File: src/rtl/apb_uart_tx_periph.sv
// APB slave UART transmitter: CPU writes bytes into a TX FIFO, an 8N1 serializer
// drains them onto txd at a programmable bit period of BAUDDIV+1 clocks.
module apb_uart_tx_periph #(
   parameter int          FIFO_DEPTH  = 8,
   parameter logic [15:0] BAUDDIV_RST = 16'd867
) (
   input  logic        PCLK,
   input  logic        PRESET,
   input  logic [31:0] PADDR,
   input  logic [31:0] PWDATA,
   input  logic        PWRITE,
   input  logic        PENABLE,
   input  logic        PSEL,
   output logic [31:0] PRDATA,
   output logic        PREADY,
   output logic        txd
);

   localparam int AW = $clog2(FIFO_DEPTH);
   localparam int CW = AW + 1;

   typedef enum logic [1:0] {
      IDLE  = 2'd0,
      START = 2'd1,
      DATA  = 2'd2,
      STOP  = 2'd3
   } tx_state_t;

   // APB handshake: zero wait states, so a transfer completes in the access
   // phase (PSEL & PENABLE); writes commit on that edge, reads are combinational.
   logic        wr_access;
   logic [1:0]  reg_sel;

   logic [7:0]    mem [FIFO_DEPTH];
   logic [AW-1:0] wr_ptr;
   logic [AW-1:0] rd_ptr;
   logic [CW-1:0] count;
   logic          full;
   logic          empty;
   logic          push;
   logic          push_ok;
   logic          pop;

   logic [15:0] bauddiv;
   logic        en;
   logic        ovf;

   tx_state_t   state;
   logic [7:0]  shift;
   logic [2:0]  bit_idx;
   logic [15:0] baud_cnt;
   logic        bit_end;
   logic        busy;
   logic [31:0] status;
   logic        unused_bits;

   assign wr_access = PSEL & PENABLE & PWRITE;
   assign reg_sel   = PADDR[3:2];
   assign PREADY    = PSEL & PENABLE;

   assign unused_bits = ^{PADDR[31:4], PADDR[1:0], PWDATA[31:16]};

   assign full    = (count == CW'(FIFO_DEPTH));
   assign empty   = (count == '0);
   assign push    = wr_access && (reg_sel == 2'd0);
   assign push_ok = push & ~full;
   assign pop     = (state == IDLE) & en & ~empty;

   assign busy    = (state != IDLE);
   // Compare against the live divider; >= ends the bit promptly if BAUDDIV shrinks mid-bit.
   assign bit_end = (baud_cnt >= bauddiv);

   always_ff @(posedge PCLK) begin
      if (push_ok) begin
         mem[wr_ptr] <= PWDATA[7:0];
      end
   end

   always_ff @(posedge PCLK or negedge PRESET) begin
      if (!PRESET) begin
         wr_ptr <= '0;
         rd_ptr <= '0;
         count  <= '0;
      end else begin
         if (push_ok) begin
            wr_ptr <= wr_ptr + AW'(1);
         end
         if (pop) begin
            rd_ptr <= rd_ptr + AW'(1);
         end
         case ({push_ok, pop})
            2'b10:   count <= count + CW'(1);
            2'b01:   count <= count - CW'(1);
            default: count <= count;
         endcase
      end
   end

   // Overflow is sticky; a push while full is dropped even if a pop frees a slot that cycle.
   always_ff @(posedge PCLK or negedge PRESET) begin
      if (!PRESET) begin
         bauddiv <= BAUDDIV_RST;
         en      <= 1'b0;
         ovf     <= 1'b0;
      end else begin
         if (wr_access) begin
            case (reg_sel)
               2'd1: begin
                  if (PWDATA[3]) begin
                     ovf <= 1'b0;
                  end
               end
               2'd2:    bauddiv <= PWDATA[15:0];
               2'd3:    en      <= PWDATA[0];
               default: ;
            endcase
         end
         if (push & full) begin
            ovf <= 1'b1;
         end
      end
   end

   always_ff @(posedge PCLK or negedge PRESET) begin
      if (!PRESET) begin
         state    <= IDLE;
         shift    <= '0;
         bit_idx  <= '0;
         baud_cnt <= '0;
         txd      <= 1'b1;
      end else begin
         case (state)
            IDLE: begin
               txd <= 1'b1;
               if (pop) begin
                  shift    <= mem[rd_ptr];
                  baud_cnt <= '0;
                  txd      <= 1'b0;
                  state    <= START;
               end
            end
            START: begin
               if (bit_end) begin
                  baud_cnt <= '0;
                  bit_idx  <= '0;
                  txd      <= shift[0];
                  state    <= DATA;
               end else begin
                  baud_cnt <= baud_cnt + 16'd1;
               end
            end
            DATA: begin
               if (bit_end) begin
                  baud_cnt <= '0;
                  if (bit_idx == 3'd7) begin
                     txd   <= 1'b1;
                     state <= STOP;
                  end else begin
                     bit_idx <= bit_idx + 3'd1;
                     shift   <= {1'b0, shift[7:1]};
                     txd     <= shift[1];
                  end
               end else begin
                  baud_cnt <= baud_cnt + 16'd1;
               end
            end
            STOP: begin
               txd <= 1'b1;
               if (bit_end) begin
                  baud_cnt <= '0;
                  state    <= IDLE;
               end else begin
                  baud_cnt <= baud_cnt + 16'd1;
               end
            end
            default: begin
               txd   <= 1'b1;
               state <= IDLE;
            end
         endcase
      end
   end

   always_comb begin
      status          = '0;
      status[0]       = busy;
      status[1]       = full;
      status[2]       = empty;
      status[3]       = ovf;
      status[4 +: CW] = count;
      PRDATA          = '0;
      if (PSEL && !PWRITE) begin
         case (reg_sel)
            2'd1:    PRDATA = status;
            2'd2:    PRDATA = {16'h0000, bauddiv};
            2'd3:    PRDATA = {31'h0, en};
            default: PRDATA = '0;
         endcase
      end
   end

endmodule

File: config.mk
export PLATFORM = sky130hd
export DESIGN_NAME = apb_uart_tx_periph
export DESIGN_NICKNAME = d
export VERILOG_FILES = /design/src/rtl/apb_uart_tx_periph.sv
export SDC_FILE = /design/constraint.sdc
export NUM_CORES = 1
export LEC_CHECK = 0
export ABC_AREA = 1
export CAP_MARGIN = 20
export CORE_MARGIN = 2
export CORE_UTILIZATION = 35
export DETAILED_ROUTE_END_ITERATION = 7
export SLEW_MARGIN = 5
export SYNTH_ARGS = -nofsm -noshare
export SYNTH_HDL_FRONTEND = slang
export SYNTH_SLANG_ARGS = --single-unit
File: constraint.sdc
create_clock -name PCLK -period 6.24 [get_ports PCLK]
set_input_delay 1.248 -clock PCLK [delete_from_list [all_inputs] [get_ports PCLK]]
set_output_delay 1.248 -clock PCLK [all_outputs]
set_load 0.02 [all_outputs]
==> flow_summary.toml, run 1 <==
[status]
status = "complete, no violations"

[drt]
drcViolationCount = 0
drtIter0Drc = 217
ant_nets = 0
routedWlPerCell_um = 14.3
wl_um = 13700
avgViaCountPerCell = 4.76
drt-pass1-iter-count = 4
vias = 4561

[clock_network]
cts.sinks = 122
post-cts-setup-buffers = 0
clkTransAtPathRegs_ns = 0.05
cts_tree = "built"
cts_buffers = 17
cts-hold-fix-buffers = 0
cts_buffer_depth = 2
worstSkewPairLatency_ns = 0.41
cts_resized = 0
cts_root_buf = "clkbuf_16"
htreeDepth = 4

[power]
leakagePower_uw = 0.00311
peakVddDrop_mv = 0.188
powerDensity_mw_per_mm2 = 397

[synth]
synth_async_sr_flop_share_pct = 47.5
synthMuxAreaShare_pct = 0.177
avgSynthCellArea_sq_um = 9.52
synth_simple_gate_area_share_pct = 19.9
synthesis.area_sq_mm = 0.00636
synth_compound_area_share_pct = 10.2
synth_top_family_by_area = "simple AND/OR/NAND/NOR gates"
synth_cells = 668
ys_types = 47
synth_seq_cells = 122
synth_warnings = 0
synth_fa_ha_area_share_pct = 6.02
synth-edff-count = 64
yosys_most_used_dff = "edfxtp_1"
synth-xor-area-share_pct = 1.79
ys_seq_area_share_pct = 53.2

[critical_path]
path_delay_family = "buffers and inverters"
cp.required_ns = 4.99
crit_type = "primary input to output pin"
worst_path_largest_cell_delay_ns = 0.63
cpMostUsedCell = "clkdlybuf4s50_1"
critPathBufInv = 3
cp_cell_sequence = "clkdlybuf4s50_1, inv_1, nor2_2, nand4_1, a21oi_1, clkdlybuf4s50_1"
endpoint_kind = "output pin"
worst_path_max_delay_cell = "clkdlybuf4s50_1"
ff2ff_setup_slack_ns = 3.27
startpoint_type = "primary input"
arrival_ns = 3.25
worst-path-max-fanout = 9

[global_route]
first_global_vias = 4530
grt_antenna_before_repair = 0
track_usage_pct = 15.0
overflow = 0
grt_max_degree = 59
grt_pass1_wl_um = 23100

[floorplanning]
fp.dieArea_sq_mm = 0.0193
initial_core_util_pct = 35.5
rows = 49
ios = 103
die_h_um = 139
die_w_um = 139
core_area_sq_mm = 0.0179

[timing]
finClkSkew_ns = 0.00563
finalHoldViolations = 0
setup_viol = 0
rsz0062_at_grt = "no"
finalCritPeriodShare_pct = 72.1
tightest_slew_ns = 0.944
fin_tns_setup_ns = 0
drv_slew = 0
max_slew_margin_pct = 36.8
fmax_ghz = 0.222
post-route-min-period_ns = 4.50
hold-worst-slack_ns = 0.472

[worst_hold_path]
hp-class = "flip-flop to flip-flop"

[place]
dp.cells = 927
dpl.hpwl_um = 9140
io_buffers = 40
globalplace.congestion = 0.849

[finish]
final_cell_mix = "nand2_1, edfxtp_1, inv_1"
layout-drive-gt1-share_pct = 11.5
nNetsFinal = 816
final_common_cell = "nand2_1"
fin_cells = 959
diodes = 0
area_growth_pct = 17.0

[flow_run]
drv_cap = 0
==> state kept, by name, indices dropped and copies added, names as in the netlist, 2 cells and up <==
name,cells
count,4
wr_ptr,3
shift,8
state,2
baud_cnt,16
rd_ptr,3
mem,64
bit_idx,3
bauddiv,16
==> path summary, 6_finish.rpt <==
kind / end / from / cells after the start
min: shift[4] / shift[4] / 2
min in group asynchronous: bauddiv[10] / PRESET / 2
min reg2reg: shift[4] / shift[4] / 2
max in group asynchronous: wr_ptr[1] / PRESET / 2
max: PRDATA[2] / PADDR[2] / 6
max reg2reg: count[3] / state[0] / 13
==> cell families (layout without fill, tap and decap cells) <==
kind of cell	count (synthesis)	after routing
compound gates	118	118
other cells	1	16
mux	1	1
flops	122	122
xor+xnor	13	13
fa+ha+maj	30	30
buf+inv	101	148
simple gates	282	282
==> cell type report <==
type                            instances  area [sq um]
Timing Repair Buffer                   49           463
Clock buffer                           18           429
Inverter                               67           256
Tap cell                              229           287
Multi-Input combinational cell        460          2490
Sequential cell                       122          3380
Clock inverter                         14           130
Fill cell                            1749         10500
==> metal layers <==
metal	GRT usage [%]	wire length, um	vias up
met1	20.2	6560	2139
met4	5.64	211	0
met3	2.62	520	15
li1	-	-	2312
met2	24.2	6400	95
met5	0	0	-
==> report_power, final <==
| group | leakage, uW | switching (uW) | internal [uW] |
|---|---|---|---|
| clock network | 0.000256 | 349 | 579 |
| registers | 0.00130 | 102 | 971 |
| logic | 0.00155 | 633 | 314 |
==> stage by stage <==
stage	power, uW	instance area (sq um)	setup slack (ns)	util (%)
final	2950	7440	1.74	41.6
after floorplan	1840	6420	2.82	-
after global routing	3170	7440	1.61	41.6
after global placement	2030	6880	1.78	38.4
after CTS	2980	7440	1.74	41.6
after detailed placement	2040	6880	1.75	38.4
==> cells in the mapped netlist, types with 17 or more instances <==
cell type,n,area (sq um)
nor3_1,20,100
o21ai_1,24,120
o22ai_1,18,113
edfxtp_1,64,1920
dfrtp_1,51,1280
nand3_1,27,135
nand2_1,154,578
buf_4,17,128
inv_1,58,218
ha_1,29,363
o21ai_0,50,250
nor2_1,50,188
==> worst reg2reg max path, cell delays in order, from the launching register on <==
cell,delay (ns)
dfrtp_1,0.41
inv_1,0.12
ha_1,0.49
nand3_2,0.30
inv_1,0.31
ha_1,0.27
ha_1,0.28
nand2_1,0.08
nor2_1,0.04
a211oi_1,0.22
nor2_1,0.07
nor2_1,0.08
nand2_1,0.06
xor2_1,0.13
Power figures use the tool's default switching activity.
==> run 2, diff against run 1 <==
Clock period 6.24 ns to 4.4 ns, I/O delays scaled along.
==> run 2 against run 1 <==
  * Clock power up 45%
  * Largest cell class unchanged
  * Combinational power increased by 41%
  * Register-to-register slack got worse by 1.9 ns
  * Clock-buffer cell count fell by 1
  * Sequential share of layout area fell by 0.11 points
  * Critical path depth did not move
  * Worst setup slack lost 1.1 ns
  * Die area stayed put
  * Critical endpoint is now PRDATA[3]
  * Routed wire length down 0.99%
  * Via count shrank 0.24%
  * Non-clock buffer count is 1 higher
  * Global-route usage about the same
==> flow_summary.toml, run 2 (synthesized netlist as in run 1, its figures left out) <==
[status]
status = "complete, no violations"

[clock_network]
worstSkewPairLatency_ns = 0.42
cts-hold-fix-buffers = 0
post-cts-setup-buffers = 0
htreeDepth = 4
cts_resized = 0
cts_root_buf = "clkbuf_16"
cts_buffer_depth = 2
cts.sinks = 122
clkTransAtPathRegs_ns = 0.06
cts_buffers = 17
cts_tree = "built"

[power]
clkPwrFrac_pct = 31.9
powerDensity_mw_per_mm2 = 565
peakVddDrop_mv = 0.282
power.internal_uw = 2650
p_comb_share_pct = 31.9
p_seq_share_pct = 36.2
swShare_pct = 37.1
p_sw_uw = 1560
leakagePower_uw = 0.00313

[critical_path]
crit_end = "PRDATA[3]"
crit_type = "primary input to output pin"
cp_cell_sequence = "clkdlybuf4s50_1, inv_1, nor2_2, nand2_1, a21oi_1, clkdlybuf4s50_1"
critPathBufInv = 3
r2r-end = "count[3]"
crit_start = "PADDR[2]"
startpoint_type = "primary input"
rr_startpoint = "state[1]"
path_delay_family = "buffers and inverters"
crit_cells = 6
worst_path_largest_cell_delay_ns = 0.64
ff2ff_setup_slack_ns = 1.37
arrival_ns = 2.85
cpMostUsedCell = "clkdlybuf4s50_1"
worst-path-max-fanout = 9
reg2reg_depth = 13
cp.required_ns = 3.52
worst_path_max_delay_cell = "clkdlybuf4s50_1"
endpoint_kind = "output pin"

[flow_run]
drv_cap = 0

[timing]
finalHoldViolations = 0
rsz0062_at_grt = "no"
finClkSkew_ns = 0.00975
max_slew_margin_pct = 37.1
fin_tns_setup_ns = 0
drv_slew = 0
post-route-min-period_ns = 3.73
setup_ws_ns = 0.673
setup_viol = 0
hold-worst-slack_ns = 0.472
finalCritPeriodShare_pct = 84.7
fmax_ghz = 0.268
tightest_slew_ns = 0.944

[finish]
final_common_cell = "nand2_1"
regMostFlops = "mem"
layout-drive-gt1-share_pct = 12.0
area_growth_pct = 17.2
postLayoutCoreUtil_pct = 41.6
layout_top_registers = "mem (64), baud_cnt (16), bauddiv (16)"
largest_reg_flops = 64
nNetsFinal = 817
diodes = 0
n_fill_cell = 1741
final_cell_mix = "nand2_1, edfxtp_1, inv_1"

[global_route]
grt_antenna_before_repair = 0
gr-usage-met1_pct = 19.6
track_usage_pct = 14.9
first_global_vias = 4533
gr-usage-met2_pct = 23.9
grt.busiest_layer = "met2"
overflow = 0
grt_pass1_wl_um = 22900
use_met3_pct = 4.14
grt_max_degree = 42

[floorplanning]
ios = 103
die_h_um = 139
rows = 49
initial_core_util_pct = 35.5
core_area_sq_mm = 0.0179
die_w_um = 139
fp.dieArea_sq_mm = 0.0193

[drt]
vias = 4550
wl_um = 13600
avgViaCountPerCell = 4.74
drtIter0Drc = 210
drcViolationCount = 0
drt-pass1-iter-count = 4
routedWlPerCell_um = 14.1
ant_nets = 0

[place]
dpl.hpwl_um = 9160
globalplace.congestion = 0.834
post-place-ws_ns = 0.675
io_buffers = 40

[worst_hold_path]
hp-class = "flip-flop to flip-flop"
[run 2: worst min path at each step]
stage                   from  cells after the start  slack, ns  endpoint
floorplan           shift[0]                      2       0.44  shift[0]
detailed placement  shift[7]                      2       0.46  shift[7]
global placement    shift[7]                      2       0.45  shift[7]
global route        shift[0]                      2       0.50  shift[0]
finish              shift[1]                      2       0.47  shift[1]
CTS                 shift[7]                      2       0.47  shift[7]
[run 2: cell type report]
cell class | count | area (sq um) | area share [%]
multi-input cells | 460 | 2490 | 33.3
clock inverters | 15 | 149 | 2.00
repair buffers | 50 | 470 | 6.31
flip-flops and latches | 122 | 3380 | 45.4
inverters | 67 | 256 | 3.44
well taps | 229 | 287 | 3.84
clock buffers | 17 | 425 | 5.71
[run 2: power groups by stage]
stage | registers (uW) | clock network [uW] | logic (uW)
finish | 1520 | 1350 | 1340
global route | 1550 | 1410 | 1550
CTS | 1530 | 1370 | 1360
detailed placement | 1540 | 0 | 1350
global placement | 1540 | 0 | 1340
floorplan | 1500 | 0 | 1110
[run 2: metrics by stage]
stage	std cells	instance area (sq um)	total power (uW)
after floorplan	683	6420	2600
after global placement	928	6880	2880
after detailed placement	928	6880	2890
after CTS	960	7460	4250
after global routing	960	7460	4510
final	960	7460	4210
[run 2: worst reg2reg max path, stage by stage (launching register included)]
cell      delay (ns)
dfrtp_1         0.42
inv_1           0.12
ha_1            0.47
nand3_2         0.32
inv_1           0.33
ha_1            0.27
ha_1            0.28
nand2_1         0.08
nor2_1          0.04
a211oi_1        0.24
nor2_1          0.07
nor2_1          0.08
nand2_1         0.07
xor2_1          0.13
[run 2: per-layer routing]
layer / share of wire, % / vias to the layer above
li1: - / 2327
met1: 48 / 2117
met5: 0 / -
met4: 1.9 / 0
met2: 47 / 89
met3: 4.0 / 17
